<file path="src/rtl/line_option_generator_if.sv">
// rtl/line_option_generator_if.sv - option stream handshake between generator and option FIFO
interface line_option_generator_if #(
  parameter int SIZE = 3
);
  logic [SIZE-1:0] out_data;
  logic            out_is_index;
  logic            out_valid;
  logic            out_ready;

  modport master (
    output out_data,
    output out_is_index,
    output out_valid,
    input  out_ready
  );

  modport slave (
    input  out_data,
    input  out_is_index,
    input  out_valid,
    output out_ready
  );
endinterface

</file>
<file path="src/rtl/line_option_generator.sv">
// rtl/line_option_generator.sv - emits line token then every cell pattern matching the clue
module line_option_generator #(
  parameter int SIZE     = 3,
  parameter int MAX_RUNS = (SIZE + 1) / 2,
  parameter int RUN_W    = $clog2(SIZE + 1),
  parameter int NR_W     = $clog2(MAX_RUNS + 1)
) (
  input  logic                      clk,
  input  logic                      rst,
  input  logic                      start,
  input  logic [SIZE-1:0]           line_idx,
  input  logic [NR_W-1:0]           num_runs,
  input  logic [MAX_RUNS*RUN_W-1:0] runs,
  line_option_generator_if.master   out_if,
  output logic                      busy,
  output logic                      done,
  output logic [6:0]                opt_count
);

  typedef enum logic [2:0] {
    IDLE,
    EMIT_IDX,
    SCAN,
    EMIT_OPT,
    FINISH
  } state_t;

  localparam logic [SIZE-1:0] ALL_ONES = '1;

  state_t                    state_q, state_d;
  logic [SIZE:0]             cand_q, cand_d;
  logic [NR_W-1:0]           nr_q, nr_d;
  logic [MAX_RUNS*RUN_W-1:0] runs_q, runs_d;
  logic [SIZE-1:0]           data_q, data_d;
  logic                      is_idx_q, is_idx_d;
  logic                      valid_q, valid_d;
  logic [6:0]                cnt_q, cnt_d;

  // Candidate matcher: walk the cells low to high, closing a run at each 0
  // (and at a virtual 0 past the top cell) and comparing its length with
  // the clue field of the same ordinal.
  int                        m_cnt;
  int                        m_len;
  logic                      m_ok;
  logic [RUN_W-1:0]          m_sel;
  logic                      match;

  // Combinational clue match for the current candidate
  always_comb begin
    m_cnt = 0;
    m_len = 0;
    m_ok  = 1'b1;
    m_sel = '0;
    for (int i = 0; i <= SIZE; i++) begin
      if ((i < SIZE) && cand_q[i]) begin
        m_len = m_len + 1;
      end else if (m_len != 0) begin
        m_sel = '0;
        for (int k = 0; k < MAX_RUNS; k++) begin
          if (k == m_cnt) m_sel = runs_q[k*RUN_W +: RUN_W];
        end
        if ((m_cnt < int'(nr_q)) && (m_cnt < MAX_RUNS)) begin
          if (m_len != int'(m_sel)) m_ok = 1'b0;
        end
        m_cnt = m_cnt + 1;
        m_len = 0;
      end
    end
    match = m_ok && (m_cnt == int'(nr_q));
  end

  // Next-state and next-register values for the whole line sequence
  always_comb begin
    state_d  = state_q;
    cand_d   = cand_q;
    nr_d     = nr_q;
    runs_d   = runs_q;
    data_d   = data_q;
    is_idx_d = is_idx_q;
    valid_d  = valid_q;
    cnt_d    = cnt_q;
    case (state_q)
      IDLE: begin
        if (start) begin
          nr_d     = num_runs;
          runs_d   = runs;
          cand_d   = '0;
          cnt_d    = '0;
          data_d   = line_idx;
          is_idx_d = 1'b1;
          valid_d  = 1'b1;
          state_d  = EMIT_IDX;
        end
      end
      EMIT_IDX: begin
        if (valid_q && out_if.out_ready) begin
          valid_d  = 1'b0;
          is_idx_d = 1'b0;
          state_d  = SCAN;
        end
      end
      SCAN: begin
        if (match) begin
          data_d   = cand_q[SIZE-1:0];
          is_idx_d = 1'b0;
          valid_d  = 1'b1;
          state_d  = EMIT_OPT;
        end else if (cand_q[SIZE-1:0] == ALL_ONES) begin
          state_d = FINISH;
        end else begin
          cand_d = cand_q + 1'b1;
        end
      end
      EMIT_OPT: begin
        if (valid_q && out_if.out_ready) begin
          valid_d = 1'b0;
          if (cnt_q != 7'h7f) cnt_d = cnt_q + 7'd1;
          cand_d  = cand_q + 1'b1;
          state_d = (cand_q[SIZE-1:0] == ALL_ONES) ? FINISH : SCAN;
        end
      end
      FINISH: begin
        state_d = IDLE;
      end
      default: begin
        state_d = IDLE;
      end
    endcase
  end

  // State and datapath registers with synchronous reset
  always_ff @(posedge clk) begin
    if (rst) begin
      state_q  <= IDLE;
      cand_q   <= '0;
      nr_q     <= '0;
      runs_q   <= '0;
      data_q   <= '0;
      is_idx_q <= 1'b0;
      valid_q  <= 1'b0;
      cnt_q    <= '0;
    end else begin
      state_q  <= state_d;
      cand_q   <= cand_d;
      nr_q     <= nr_d;
      runs_q   <= runs_d;
      data_q   <= data_d;
      is_idx_q <= is_idx_d;
      valid_q  <= valid_d;
      cnt_q    <= cnt_d;
    end
  end

  assign out_if.out_data     = data_q;
  assign out_if.out_is_index = is_idx_q;
  assign out_if.out_valid    = valid_q;
  assign busy                = (state_q != IDLE);
  assign done                = (state_q == FINISH);
  assign opt_count           = cnt_q;

endmodule

</file>
<file path="src/flat_wrapper.sv">
// flat-port wrapper written by rule: the top's interface ports become plain ports
module line_option_generator_flat 
#(
  parameter int SIZE     = 3,
  parameter int MAX_RUNS = (SIZE + 1) / 2,
  parameter int RUN_W    = $clog2(SIZE + 1),
  parameter int NR_W     = $clog2(MAX_RUNS + 1)
)
  (clk, rst, start, line_idx, num_runs, runs, busy, done, opt_count, out_if_out_data, out_if_out_is_index, out_if_out_valid, out_if_out_ready);
  line_option_generator_if #(.SIZE(SIZE)) out_if_i ();
  input  logic clk;
  input  logic rst;
  input  logic start;
  input  logic [SIZE-1:0] line_idx;
  input  logic [NR_W-1:0] num_runs;
  input  logic [MAX_RUNS*RUN_W-1:0] runs;
  output logic busy;
  output logic done;
  output logic [6:0] opt_count;
  output wire logic [$bits(out_if_i.out_data)-1:0] out_if_out_data;
  output wire logic [$bits(out_if_i.out_is_index)-1:0] out_if_out_is_index;
  output wire logic [$bits(out_if_i.out_valid)-1:0] out_if_out_valid;
  input wire logic [$bits(out_if_i.out_ready)-1:0] out_if_out_ready;
  assign out_if_out_data = out_if_i.out_data;
  assign out_if_out_is_index = out_if_i.out_is_index;
  assign out_if_out_valid = out_if_i.out_valid;
  assign out_if_i.out_ready = out_if_out_ready;
  line_option_generator #(.SIZE(SIZE), .MAX_RUNS(MAX_RUNS), .RUN_W(RUN_W), .NR_W(NR_W)) u_core (.clk(clk), .rst(rst), .start(start), .line_idx(line_idx), .num_runs(num_runs), .runs(runs), .out_if(out_if_i), .busy(busy), .done(done), .opt_count(opt_count));
endmodule
</file>
<file path="config.mk">
export PLATFORM = sky130hd
export DESIGN_NAME = line_option_generator_flat
export DESIGN_NICKNAME = d
export VERILOG_FILES = /design/src/rtl/line_option_generator_if.sv /design/src/rtl/line_option_generator.sv /design/src/flat_wrapper.sv
export SDC_FILE = /design/constraint.sdc
export NUM_CORES = 1
export LEC_CHECK = 0
export BUFFER_PORTS_ARGS = -buffer_cell sky130_fd_sc_hd__clkbuf_2
export CAP_MARGIN = 20
export CORE_MARGIN = 2
export CORE_UTILIZATION = 49
export CTS_CLUSTER_DIAMETER = 80
export DETAILED_ROUTE_END_ITERATION = 10
export PLACE_DENSITY = 0.74
export SYNTH_ARGS = -nofsm -noshare
export SYNTH_HDL_FRONTEND = slang
export SYNTH_SLANG_ARGS = --single-unit
</file>
<file path="constraint.sdc">
create_clock -name clk -period 3.3 [get_ports clk]
set_input_delay 0.33 -clock clk [delete_from_list [all_inputs] [get_ports clk]]
set_output_delay 0.33 -clock clk [all_outputs]
set_load 0.02 [all_outputs]
</file>
; ---- Word-level counts from Yosys, hierarchy flattened
; Index checks and enable logic that the tools add are counted.
[totals]
regBits = 25
out_inout_bits = 14
[op_classes]
n_addsub = 6
n_lt_le_gt_ge = 5
eq_ne = 21
mux = 55
n_reduce_logical = 24
[ops]
columns = cell, n
row1 = $mux 32, 7
row2 = $add 32x2->32 const B, 4
row3 = $ne 32x3->1, 3
row4 = $reduce_bool 32->1, 3
row5 = $eq 2x32->1 const A, 2
row6 = $logic_not 32->1, 2
row7 = $lt 32x3->1, 2
row8 = $lt 32x3->1 const B, 2
row9 = $eq 32x3->1, 1
row10 = $mux 3, 8
row11 = $mux 7, 3
row12 = $mux 1, 18
row13 = $mux 2, 9
row14 = $mux 4, 4
row15 = $reduce_and 4->1, 4
row16 = $pmux 7 s2, 1
row17 = $pmux 3 s4, 1
row18 = $pmux 4 s3, 1
row19 = $reduce_bool 3->1, 4
row20 = $ne 2x1->1 const B, 5
row21 = $add 7x1->7 const B, 1
row22 = $ne 7x7->1 const B, 1
row23 = $eq 3x2->1 const B, 2
row24 = $eq 3x3->1 const B, 2
row25 = other kinds (14), 21

; ---- Logic depth before layout (Yosys ltp)
; Gate-level depths: netlist of run 1.
[depth]
ltp_word = 20
ltp_mapped = 13
mapped_depth_nobuf = 12

; ---- Least setup slack after synthesis of run 1
; OpenSTA, ideal clock, no wires.
[synth_path]
path_type = register to register
startpoint = register u_core.cand_q[0]
endpoint = register u_core.data_q[0] (netlist: u_core.out_if.out_data[0])
setup_time_ps = 133
arrival_time_ps = 3018
setup_slack_ps = 148
path_stages_with_launch = 13
n_path_buf = 1
cell_sequence = dfxtp_1 > inv_1 > ha_1 > inv_1 > ha_1 > o32a_4 > a21oi_2 > xnor2_1 > or4_4 > or4_1 > buf_2 > a221oi_2 > a211oi_1
[synth_between]
elab_chain_cells = 20
[synth_rtl]
columns = item, line
row1 = from (decl), line_option_generator.sv:31  ; logic [SIZE:0] cand_q, cand_d;
row2 = from (signal assigned), line_option_generator.sv:144  ; cand_q <= cand_d;
row3 = branches (longest 20 deep; another with $add 32x2->32), -
row4 = to (signal assigned), line_option_generator.sv:147  ; data_q <= data_d;
row5 = to (decl), line_option_generator.sv:34  ; logic [SIZE-1:0] data_q, data_d;
; Several ways; the timed one is not identified. The select of a mux whose other input is x is not followed.
; A chain may end at the register's enable or synchronous reset.

; ---- Worst setup path in the final report of run 1
[layout_path]
startpoint = register u_core.cand_q[1]
endpoint = register u_core.data_q[0] (netlist: u_core.out_if.out_data[0])
[layout_between]
elab_chain_cells = 17
[layout_rtl]
columns = item, line
row1 = branches (longest 14 deep; another with $add 32x2->32), -
row2 = $logic_and 1x1->1 (*), line_option_generator.sv:69  ; match = m_ok && (m_cnt == int'(nr_q));
row3 = $ne 2x1->1 (no source line) (*), -
row4 = $reduce_and 3->1 (no source line) (*), -
; Every way passes the cells marked *. The select of a mux whose other input is x is not followed.

==> results of run 1 <==
[worst paths after layout]
check / start / to / slack [ns] / depth (start not counted)
max: u_core.cand_q[1] / u_core.out_if.out_data[0] / 0.16 / 10
min: runs[0] / u_core.runs_q[0] / 0.22 / 3
max reg2reg: u_core.cand_q[1] / u_core.out_if.out_data[0] / 0.16 / 10
min reg2reg: u_core.out_if.out_data[0] / u_core.out_if.out_data[0] / 0.47 / 2
[metal layers]
layer	share of wire, %	vias up
met3	5.2	2
met2	48	39
met5	0	-
met1	46	626
li1	-	689
met4	0.66	0
[cell families (layout without fill, tap and decap cells)]
family	count (synthesis)	count (layout)	share of synthesized area, %
adder cells (fa/ha/maj)	9	9	7.660
XOR/XNOR	12	12	7.149
AND/OR/NAND/NOR	67	67	22.38
flip-flops	24	24	32.68
multiplexers	8	8	5.447
AO/OA/AOI/OAI	41	41	19.83
buffers and inverters	18	46	4.850
[per-stage QoR]
stage | instances | hold WS, ns | util (%)
floorplan | 179 | 0.4486 | -
global placement | 234 | 0.4535 | 58.70
detailed placement | 234 | 0.4502 | 58.70
CTS | 238 | 0.2148 | 60.12
global route | 238 | 0.2151 | 60.35
finish | 238 | 0.2193 | 60.35
[sequential cells by signal, indices dropped and copies added (netlist names)]
signal / cells
u_core.nr_q: 2
u_core.runs_q: 4
u_core.state_q: 3
u_core.out_if.out_valid: 1
u_core.cand_q: 3
u_core.opt_count: 7
u_core.out_if.out_is_index: 1
u_core.out_if.out_data: 3
[worst reg2reg max path: stages (launching register included)]
cell and delay, ns:
dfxtp_1 0.44, ha_1 0.23, inv_1 0.08, ha_1 0.30
o32a_4 0.39, a21oi_2 0.15, xnor2_1 0.07, or4_4 0.54
or4_4 0.48, a221oi_2 0.26, a211oi_1 0.07
[layout by cell type (no fill, tap or decap), types with 2 or more instances in the layout]
cell type / instances
a2111oi_0: 2
a211oi_1: 3
a21oi_1: 12
a21oi_2: 2
a22o_1: 2
a31oi_1: 3
and3_1: 2
buf_4: 5
clkbuf_2: 26
clkbuf_4: 3
dfxtp_1: 23
ha_1: 9
inv_1: 11
mux2i_1: 8
nand2_1: 25
nand2b_1: 4
nand3_1: 4
nand4_1: 3
nand4b_1: 2
nor2_1: 14
nor2b_1: 2
nor3_1: 3
o21a_1: 3
o21ai_0: 4
o21ai_1: 2
o31ai_1: 2
or3_1: 2
or4_4: 2
xnor2_1: 7
xor2_1: 5
[where the power goes]
group / leakage [nW] / switching (mW) / internal [mW] / total (mW)
clock network: 0.0210 / 0.0897 / 0.0674 / 0.157
registers: 0.196 / 0.0163 / 0.304 / 0.321
logic: 0.483 / 0.0678 / 0.0472 / 0.115
[area by class of cell]
class / count / share of cell area [%]
inverters: 11 / 2.439
well taps: 31 / 2.291
multi-input cells: 137 / 54.77
flip-flops and latches: 24 / 28.46
repair buffers: 31 / 9.904
clock buffers: 4 / 2.143
[timing repair]
item	4_1_cts	5_1_grt
resized for setup	1	2
endpoints found under the hold margin	0	0
endpoints found under the setup margin	1	3
==> results.yml, run 1 <==
place:
  gp_congestion: 0.8613
  place_area_sq_um: 1647
  hpwl_mm: 2.420
  post-place-ws_ns: 0.01598
  io_buffers: 26
yosys:
  synthTopCellsByCount: "nand2_1, dfxtp_1, nor2_1"
  yosys_register_bits: 24
  synth_nets: 201
  synth.avg_cell_area_sq_um: 8.213
  syn_inst: 179
  synth_top_flop_cell: "dfxtp_1"
  syn_area_sq_um: 1470
  ys_seq_area_share_pct: 32.68
  synth_area_leaders: "dfxtp_1, ha_1, nand2_1"
  synthArstFlopShare_pct: 0
  yosys_warnings: 0
  netlist.top_cell.by_area: "dfxtp_1"
  yosysMostFrequentCell: "nand2_1"
  synth_top_area_share_pct: 32.68
  synth.distinct_cells: 39
  synth-edff-count: 0
cts:
  cts_tree: "built"
  clock_path_buffers: 2
  cts_made_buffers: 3
  cts-htree-levels: 1
  ctsHoldBuffers: 0
  cts_setup_buffers: 0
  clk_pin_slew_ns: 0.14
  clock_sink_count: 24
  root_buffer: "clkbuf_4"
  clk-insertion-delay-late_ns: 0.31
global_routing:
  grt_first_pass_wirelength_mm: 5.402
  grt_util_met3_pct: 3.297
  grt_pass1_vias: 1280
  met2_usage_pct: 34.76
  grt-busiest-layer: "met2"
  grt_overflow: 0
  antenna_found_initial: 0
  grt_max_degree: 22
  grt_use_met1_pct: 25.31
  grtUsageTotal_pct: 19.63
cells_and_area:
  multi_input_area_sq_um: 927.1
  drive_above_1_share_pct: 20.77
  syn_to_final_growth_pct: 15.15
  fin_area_sq_um: 1693
  antennaDiodeCount: 0
  register_area_sq_um: 481.7
  nets: 230
  num-fill-cells: 265
worst_setup_path:
  cp_max_fo: 6
  slowest_delay_ns: 0.54
  required_ns: 3.50
  end_kind: "register"
  cp_data_arrival_time_ns: 3.33
  crit_path_cell_trace: "ha_1 -> inv_1 -> ha_1 -> o32a_4 -> a21oi_2 -> xnor2_1 -> or4_4 -> or4_4 -> a221oi_2 -> a211oi_1"
  path_delay_family: "simple AND/OR/NAND/NOR gates"
  worst-path-buf-inv: 1
  critPathKind: "register to register"
  critPathLaunchType: "register"
  crit_slowest_cell: "or4_4"
power:
  power.total_mw: 0.5930
  p_per_area_nw_per_um2: 350.3
  vdd_ir_drop_max_mv: 0.3760
  cellLeakagePower_nw: 0.7004
timing:
  grt_setup_unrepaired: "no"
  tightest_slew_ns: 0.5708
  clock.fmax_ghz: 0.3187
  fin_ws_ns: 0.1624
  fin_crit_sh_pct: 95.08
  skew_ns: 0.007088
  hold_viol_final: 0
  final.setup.tns_ns: 0
  slew_viol_final: 0
  slew_headroom_pct: 61.69
  setup_violations: 0
  layout_min_cycle_time_ns: 3.138
route:
  drtPass1Iterations: 7
  drc: 1
  drt-total-wl_mm: 3.162
  wl_per_cell_um: 13.29
  dr.first_iter.drc_count: 58
  vias_per_cell: 5.697
  vias: 1356
  final_antenna_net_count: 0
die:
  start_util_pct: 52.41
  die_w_um: 58.78
  design.die.area_sq_um: 3455
  fp-row-count: 19
  ios: 27
  die_h_um: 58.78
  core_sq_um: 2805
worst_hold_path:
  min_path_type: "input pin to register"
flow_run:
  drv_cap: 0
outcome:
  status: "finished with violations"
  violations: "DRC"
Power figures use the tool's default switching activity.
==> run 2, diff against run 1 <==
--- a/config.mk
+++ b/config.mk
@@ -12,6 +12,7 @@
 export CTS_CLUSTER_DIAMETER = 80
 export DETAILED_ROUTE_END_ITERATION = 10
 export PLACE_DENSITY = 0.74
+export REMOVE_ABC_BUFFERS = 1
 export SYNTH_ARGS = -nofsm -noshare
 export SYNTH_HDL_FRONTEND = slang
 export SYNTH_SLANG_ARGS = --single-unit
==> run 2 against run 1 <==
Compared with the run above: the flow still finishes with violations (DRC); sequential share of layout area is 0.39 points lower; highest routed layer unchanged; clock skew hardly changed; clock-buffer cell count is 1 lower; non-clock buffer count is 1 higher; die area stayed put; routed wire length is 0.19% lower; register-to-register slack worse by 0.02 ns; via count is 1.2% lower; hold slack worse by 0.0043 ns; final area is 1.1% higher; sequential cell count stayed put; total power is 9.2% higher.
==> results.yml, run 2 (synthesis results as in run 1) <==
worst_setup_path:
  worst-path-buf-inv: 1
  critPathLaunchType: "register"
  r2r_start: "u_core.cand_q[1]"
  path_delay_family: "simple AND/OR/NAND/NOR gates"
  slowest_delay_ns: 0.56
  end_kind: "register"
  crit_path_cell_trace: "ha_1 -> inv_1 -> ha_1 -> o32a_4 -> a21oi_2 -> xnor2_1 -> or4_4 -> or4_4 -> a221oi_2 -> a211oi_1"
  cp_data_arrival_time_ns: 3.35
  cp_max_fo: 6
  crit_slowest_cell: "or4_4"
  critPathKind: "register to register"
  critPathLaunch: "u_core.cand_q[1]"
  required_ns: 3.50
place:
  gp_congestion: 0.9135
  io_buffers: 26
  hpwl_mm: 2.449
  place_area_sq_um: 1654
power:
  cellLeakagePower_nw: 0.7122
  p_per_area_nw_per_um2: 378.3
  vdd_ir_drop_max_mv: 0.3325
cts:
  clock_sink_count: 24
  clk-insertion-delay-late_ns: 0.32
  ctsHoldBuffers: 0
  root_buffer: "clkbuf_4"
  cts_made_buffers: 3
  cts_setup_buffers: 0
  cts_tree: "built"
  clk_pin_slew_ns: 0.13
  clock_path_buffers: 2
  cts-htree-levels: 1
global_routing:
  grt_overflow: 0
  antenna_found_initial: 0
  grt-busiest-layer: "met2"
  grt_pass1_vias: 1236
  grt_util_met3_pct: 2.198
  met2_usage_pct: 34.76
  grt_use_met1_pct: 24.05
  grtUsageTotal_pct: 19.35
  grt_first_pass_wirelength_mm: 5.244
  grt_max_degree: 22
cells_and_area:
  antennaDiodeCount: 0
  fin_area_sq_um: 1712
  drive_above_1_share_pct: 20.19
  largest_reg_flops: 7
  layout_common_cells: "clkbuf_2, nand2_1, dfxtp_1"
  nets: 231
  layout_commonest_cell: "clkbuf_2"
  syn_to_final_growth_pct: 16.43
route:
  final_antenna_net_count: 0
  drt-total-wl_mm: 3.156
  drc: 1
  dr.first_iter.drc_count: 61
  wl_per_cell_um: 13.21
  vias: 1340
  vias_per_cell: 5.607
  drtPass1Iterations: 7
worst_hold_path:
  min_path_type: "input pin to register"
  min_from: "runs[1]"
timing:
  grt_setup_unrepaired: "no"
  hold_viol_final: 0
  tightest_slew_ns: 0.5359
  clock.fmax_ghz: 0.3169
  layout_min_cycle_time_ns: 3.156
  fin_crit_sh_pct: 95.64
  slew_viol_final: 0
  skew_ns: 0.007361
  slew_headroom_pct: 64.14
  final.setup.tns_ns: 0
  setup_violations: 0
die:
  design.die.area_sq_um: 3455
  start_util_pct: 52.41
  core_sq_um: 2805
  fp-row-count: 19
  ios: 27
  die_h_um: 58.78
  die_w_um: 58.78
outcome:
  violations: "DRC"
  status: "finished with violations"
flow_run:
  drv_cap: 0
-- run 2: timing repair --
item / in CTS / in global routing
hold endpoints to repair: 0 / 0
setup endpoints to repair: 0 / 4
resized for setup: 0 / 2
-- run 2: final timing paths --
kind,to,slack (ns),depth (start not counted)
setup reg to reg,u_core.out_if.out_data[0],0.14,10
hold reg to reg,u_core.runs_q[3],0.48,2
setup / recovery,u_core.out_if.out_data[0],0.14,10
hold / removal,u_core.runs_q[1],0.21,3
-- run 2: worst min-delay path: stages --
cell	delay, ns
clkbuf_2	0.08
nand2_1	0.04
a21oi_1	0.05
-- run 2: cell type report --
type / instances / area (sq um)
Clock buffer: 3 / 22.52
Inverter: 11 / 41.29
Tap cell: 31 / 38.79
Clock inverter: 1 / 30.03
Sequential cell: 24 / 480.5
Multi-Input combinational cell: 137 / 923.4
Timing Repair Buffer: 32 / 175.2
Fill cell: 265 / 1094
-- run 2: stage by stage --
step	instances	total power, mW	setup slack (ns)	hold WS (ns)	utilization, %
after floorplan	172	0.4015	0.1376	0.3991	-
after global placement	235	0.4371	0.1948	0.4613	58.97
after detailed placement	235	0.4401	0.06718	0.4699	58.97
after CTS	239	0.6513	0.04147	0.2106	60.84
after global routing	239	0.6788	0.02030	0.2093	61.02
final	239	0.6475	0.1440	0.2150	61.02
-- run 2: report_power, final --
part	switching, mW	internal [mW]
sequential	0.0168	0.304
combinational	0.0671	0.0472
clock	0.0891	0.123
total	0.173	0.474
-- run 2: per-layer routing --
layer  vias to the layer above  wire length, um  part of all wire [%]
met5                         -                0                     0
met4                         0               29                  0.92
met3                         4              126                   4.0
met2                        32             1560                    49
met1                       617             1440                    46
li1                        687                -                     -
==> run 3, diff against run 2 <==
--- a/config.mk
+++ b/config.mk
@@ -8,10 +8,11 @@
 export BUFFER_PORTS_ARGS = -buffer_cell sky130_fd_sc_hd__clkbuf_2
 export CAP_MARGIN = 20
 export CORE_MARGIN = 2
-export CORE_UTILIZATION = 49
+export CORE_UTILIZATION = 52
+export CTS_BUF_LIST = sky130_fd_sc_hd__clkbuf_4 sky130_fd_sc_hd__clkbuf_8
 export CTS_CLUSTER_DIAMETER = 80
 export DETAILED_ROUTE_END_ITERATION = 10
-export PLACE_DENSITY = 0.74
+export PLACE_DENSITY = 0.78
 export REMOVE_ABC_BUFFERS = 1
 export SYNTH_ARGS = -nofsm -noshare
 export SYNTH_HDL_FRONTEND = slang
==> run 3 against run 2 <==
Compared with the run above: the run now ends clean; hold slack got worse by 0.0088 ns; global-route usage up 2.6 points; final cell count is 0.42% lower; combinational power up 4%; non-clock buffer count decreased by 1; die area is 5.4% lower; total power up 1.3%; routed wire length rose by 6.7%; clock-buffer cell count unchanged; final area is 0.44% higher; first-iteration DRC count shrank 21%; largest cell class unchanged; largest power group unchanged.
==> results.yml, run 3 (synthesis results as in run 1) <==
cts:
  clock_sink_count: 24
  cts_setup_buffers: 0
  cts_made_buffers: 3
  clk-insertion-delay-late_ns: 0.32
  cts_tree: "built"
  clk_pin_slew_ns: 0.14
  clock_path_buffers: 2
  root_buffer: "clkbuf_4"
  ctsHoldBuffers: 0
  cts-htree-levels: 1
  post_cts_resized: 0
route:
  vias_per_cell: 5.882
  wl_per_cell_um: 14.15
  drc: 0
  drtPass1Iterations: 4
  vias: 1400
  final_antenna_net_count: 0
  dr.first_iter.drc_count: 48
  drt-total-wl_mm: 3.367
place:
  io_buffers: 26
  hpwl_mm: 2.563
  gp_congestion: 0.8986
  post-place-ws_ns: 0.04576
  place_area_sq_um: 1647
  dp_cells: 234
cells_and_area:
  antennaDiodeCount: 0
  fin_cells: 238
  syn_to_final_growth_pct: 16.94
  layout_commonest_cell: "clkbuf_2"
  drive_above_1_share_pct: 21.74
  nets: 230
  layout_common_cells: "clkbuf_2, nand2_1, dfxtp_1"
  fin_area_sq_um: 1719
  num-fill-cells: 242
  largest_reg_flops: 7
timing:
  fin_crit_sh_pct: 95.65
  setup_violations: 0
  layout_min_cycle_time_ns: 3.156
  hold_viol_final: 0
  tightest_slew_ns: 0.6051
  slew_viol_final: 0
  final.setup.tns_ns: 0
  clock.fmax_ghz: 0.3168
  grt_setup_unrepaired: "no"
  skew_ns: 0.003785
  fin_ws_ns: 0.1435
  slew_headroom_pct: 59.51
power:
  p_per_area_nw_per_um2: 381.4
  cellLeakagePower_nw: 0.7081
  swShare_pct: 27.55
  p_int_mw: 0.4751
  power_switching_mw: 0.1807
  vdd_ir_drop_max_mv: 0.3440
  power_frac_comb_pct: 18.0
  seqPwrFrac_pct: 49.0
  clockPowerShare_pct: 33.0
global_routing:
  grt_pass1_vias: 1312
  grt_overflow: 0
  grt_max_degree: 22
  grtUsageTotal_pct: 21.92
  antenna_found_initial: 0
  grt_first_pass_wirelength_mm: 5.692
worst_setup_path:
  r2r_start: "u_core.cand_q[1]"
  r2r_end: "u_core.out_if.out_data[0]"
  ff2ff_setup_slack_ns: 0.14
  required_ns: 3.51
  critPathKind: "register to register"
  reg2regPathDepth: 10
  cp_data_arrival_time_ns: 3.36
  cp_max_fo: 6
  end_kind: "register"
  critPathLaunchType: "register"
die:
  core_sq_um: 2710
  ios: 27
  design.die.area_sq_um: 3268
  die_h_um: 57.17
  die_w_um: 57.17
  fp-row-count: 19
  start_util_pct: 54.25
worst_hold_path:
  holdPathEnd: "u_core.runs_q[2]"
  min_path_type: "input pin to register"
  holdPathStages: 3
  min_from: "runs[2]"
outcome:
  status: "complete, no violations"
flow_run:
  drv_cap: 0
[run 3: cell count changes in the layout (fill, tap and decap cells not counted)]
cell       previous run  this run
a2111oi_1             1         0
a2111oi_2             0         1
a21oi_1              12        11
a21oi_2               2         3
buf_4                 6         5
dfxtp_1              24        23
dfxtp_2               0         1
nor3b_1               2         1
nor3b_2               0         1
[run 3: stage by stage]
step / hold slack (ns) / total power [mW] / utilization [%]
after floorplan: 0.3991 / 0.4015 / -
after global placement: 0.4534 / 0.4381 / 60.76
after detailed placement: 0.4605 / 0.4420 / 60.76
after CTS: 0.2083 / 0.6550 / 62.70
after global routing: 0.2031 / 0.6821 / 63.43
final: 0.2062 / 0.6557 / 63.43
[run 3: how the worst max path moves through the flow]
stage                      from                         to
5_1_grt        u_core.cand_q[1]  u_core.out_if.out_data[0]
3_3_place_gp   u_core.cand_q[0]  u_core.out_if.out_data[0]
6_report       u_core.cand_q[1]  u_core.out_if.out_data[0]
2_1_floorplan  u_core.cand_q[0]  u_core.out_if.out_data[0]
3_5_place_dp   u_core.cand_q[0]  u_core.out_if.out_data[0]
4_1_cts        u_core.cand_q[0]  u_core.out_if.out_data[0]
[run 3: critical path: stages, from the launching register on]
cell and delay, ns:
dfxtp_1 0.45, ha_1 0.23, inv_1 0.08, ha_1 0.31
o32a_4 0.39, a21oi_2 0.15, xnor2_1 0.07, or4_4 0.55
or4_4 0.48, a221oi_2 0.26, a211oi_1 0.08
[run 3: routing by layer]
layer / global-route usage [%] / share of wire, % / vias to the layer above
li1: - / - / 688
met5: 0 / 0 / -
met4: 7.641 / 1.7 / 0
met3: 2.721 / 4.8 / 6
met2: 38.75 / 53 / 42
met1: 27.44 / 41 / 664
[run 3: power by group through the flow]
| stage | sequential, mW | clock [mW] | combinational, mW |
|---|---|---|---|
| 3_5_place_dp | 0.328 | 0 | 0.114 |
| 6_report | 0.321 | 0.216 | 0.118 |
| 4_1_cts | 0.321 | 0.218 | 0.115 |
| 3_3_place_gp | 0.326 | 0 | 0.112 |
| 5_1_grt | 0.324 | 0.227 | 0.131 |
| 2_1_floorplan | 0.333 | 0 | 0.0687 |
[run 3: layout make-up]
class / instances / area [sq um] / share of cell area [%]
Clock buffer: 3 / 22.52 / 1.310
Clock inverter: 1 / 30.03 / 1.747
Inverter: 11 / 41.29 / 2.402
Multi-Input combinational cell: 137 / 937.1 / 54.51
Sequential cell: 24 / 481.7 / 28.02
Tap cell: 31 / 38.79 / 2.256
Timing Repair Buffer: 31 / 167.7 / 9.753
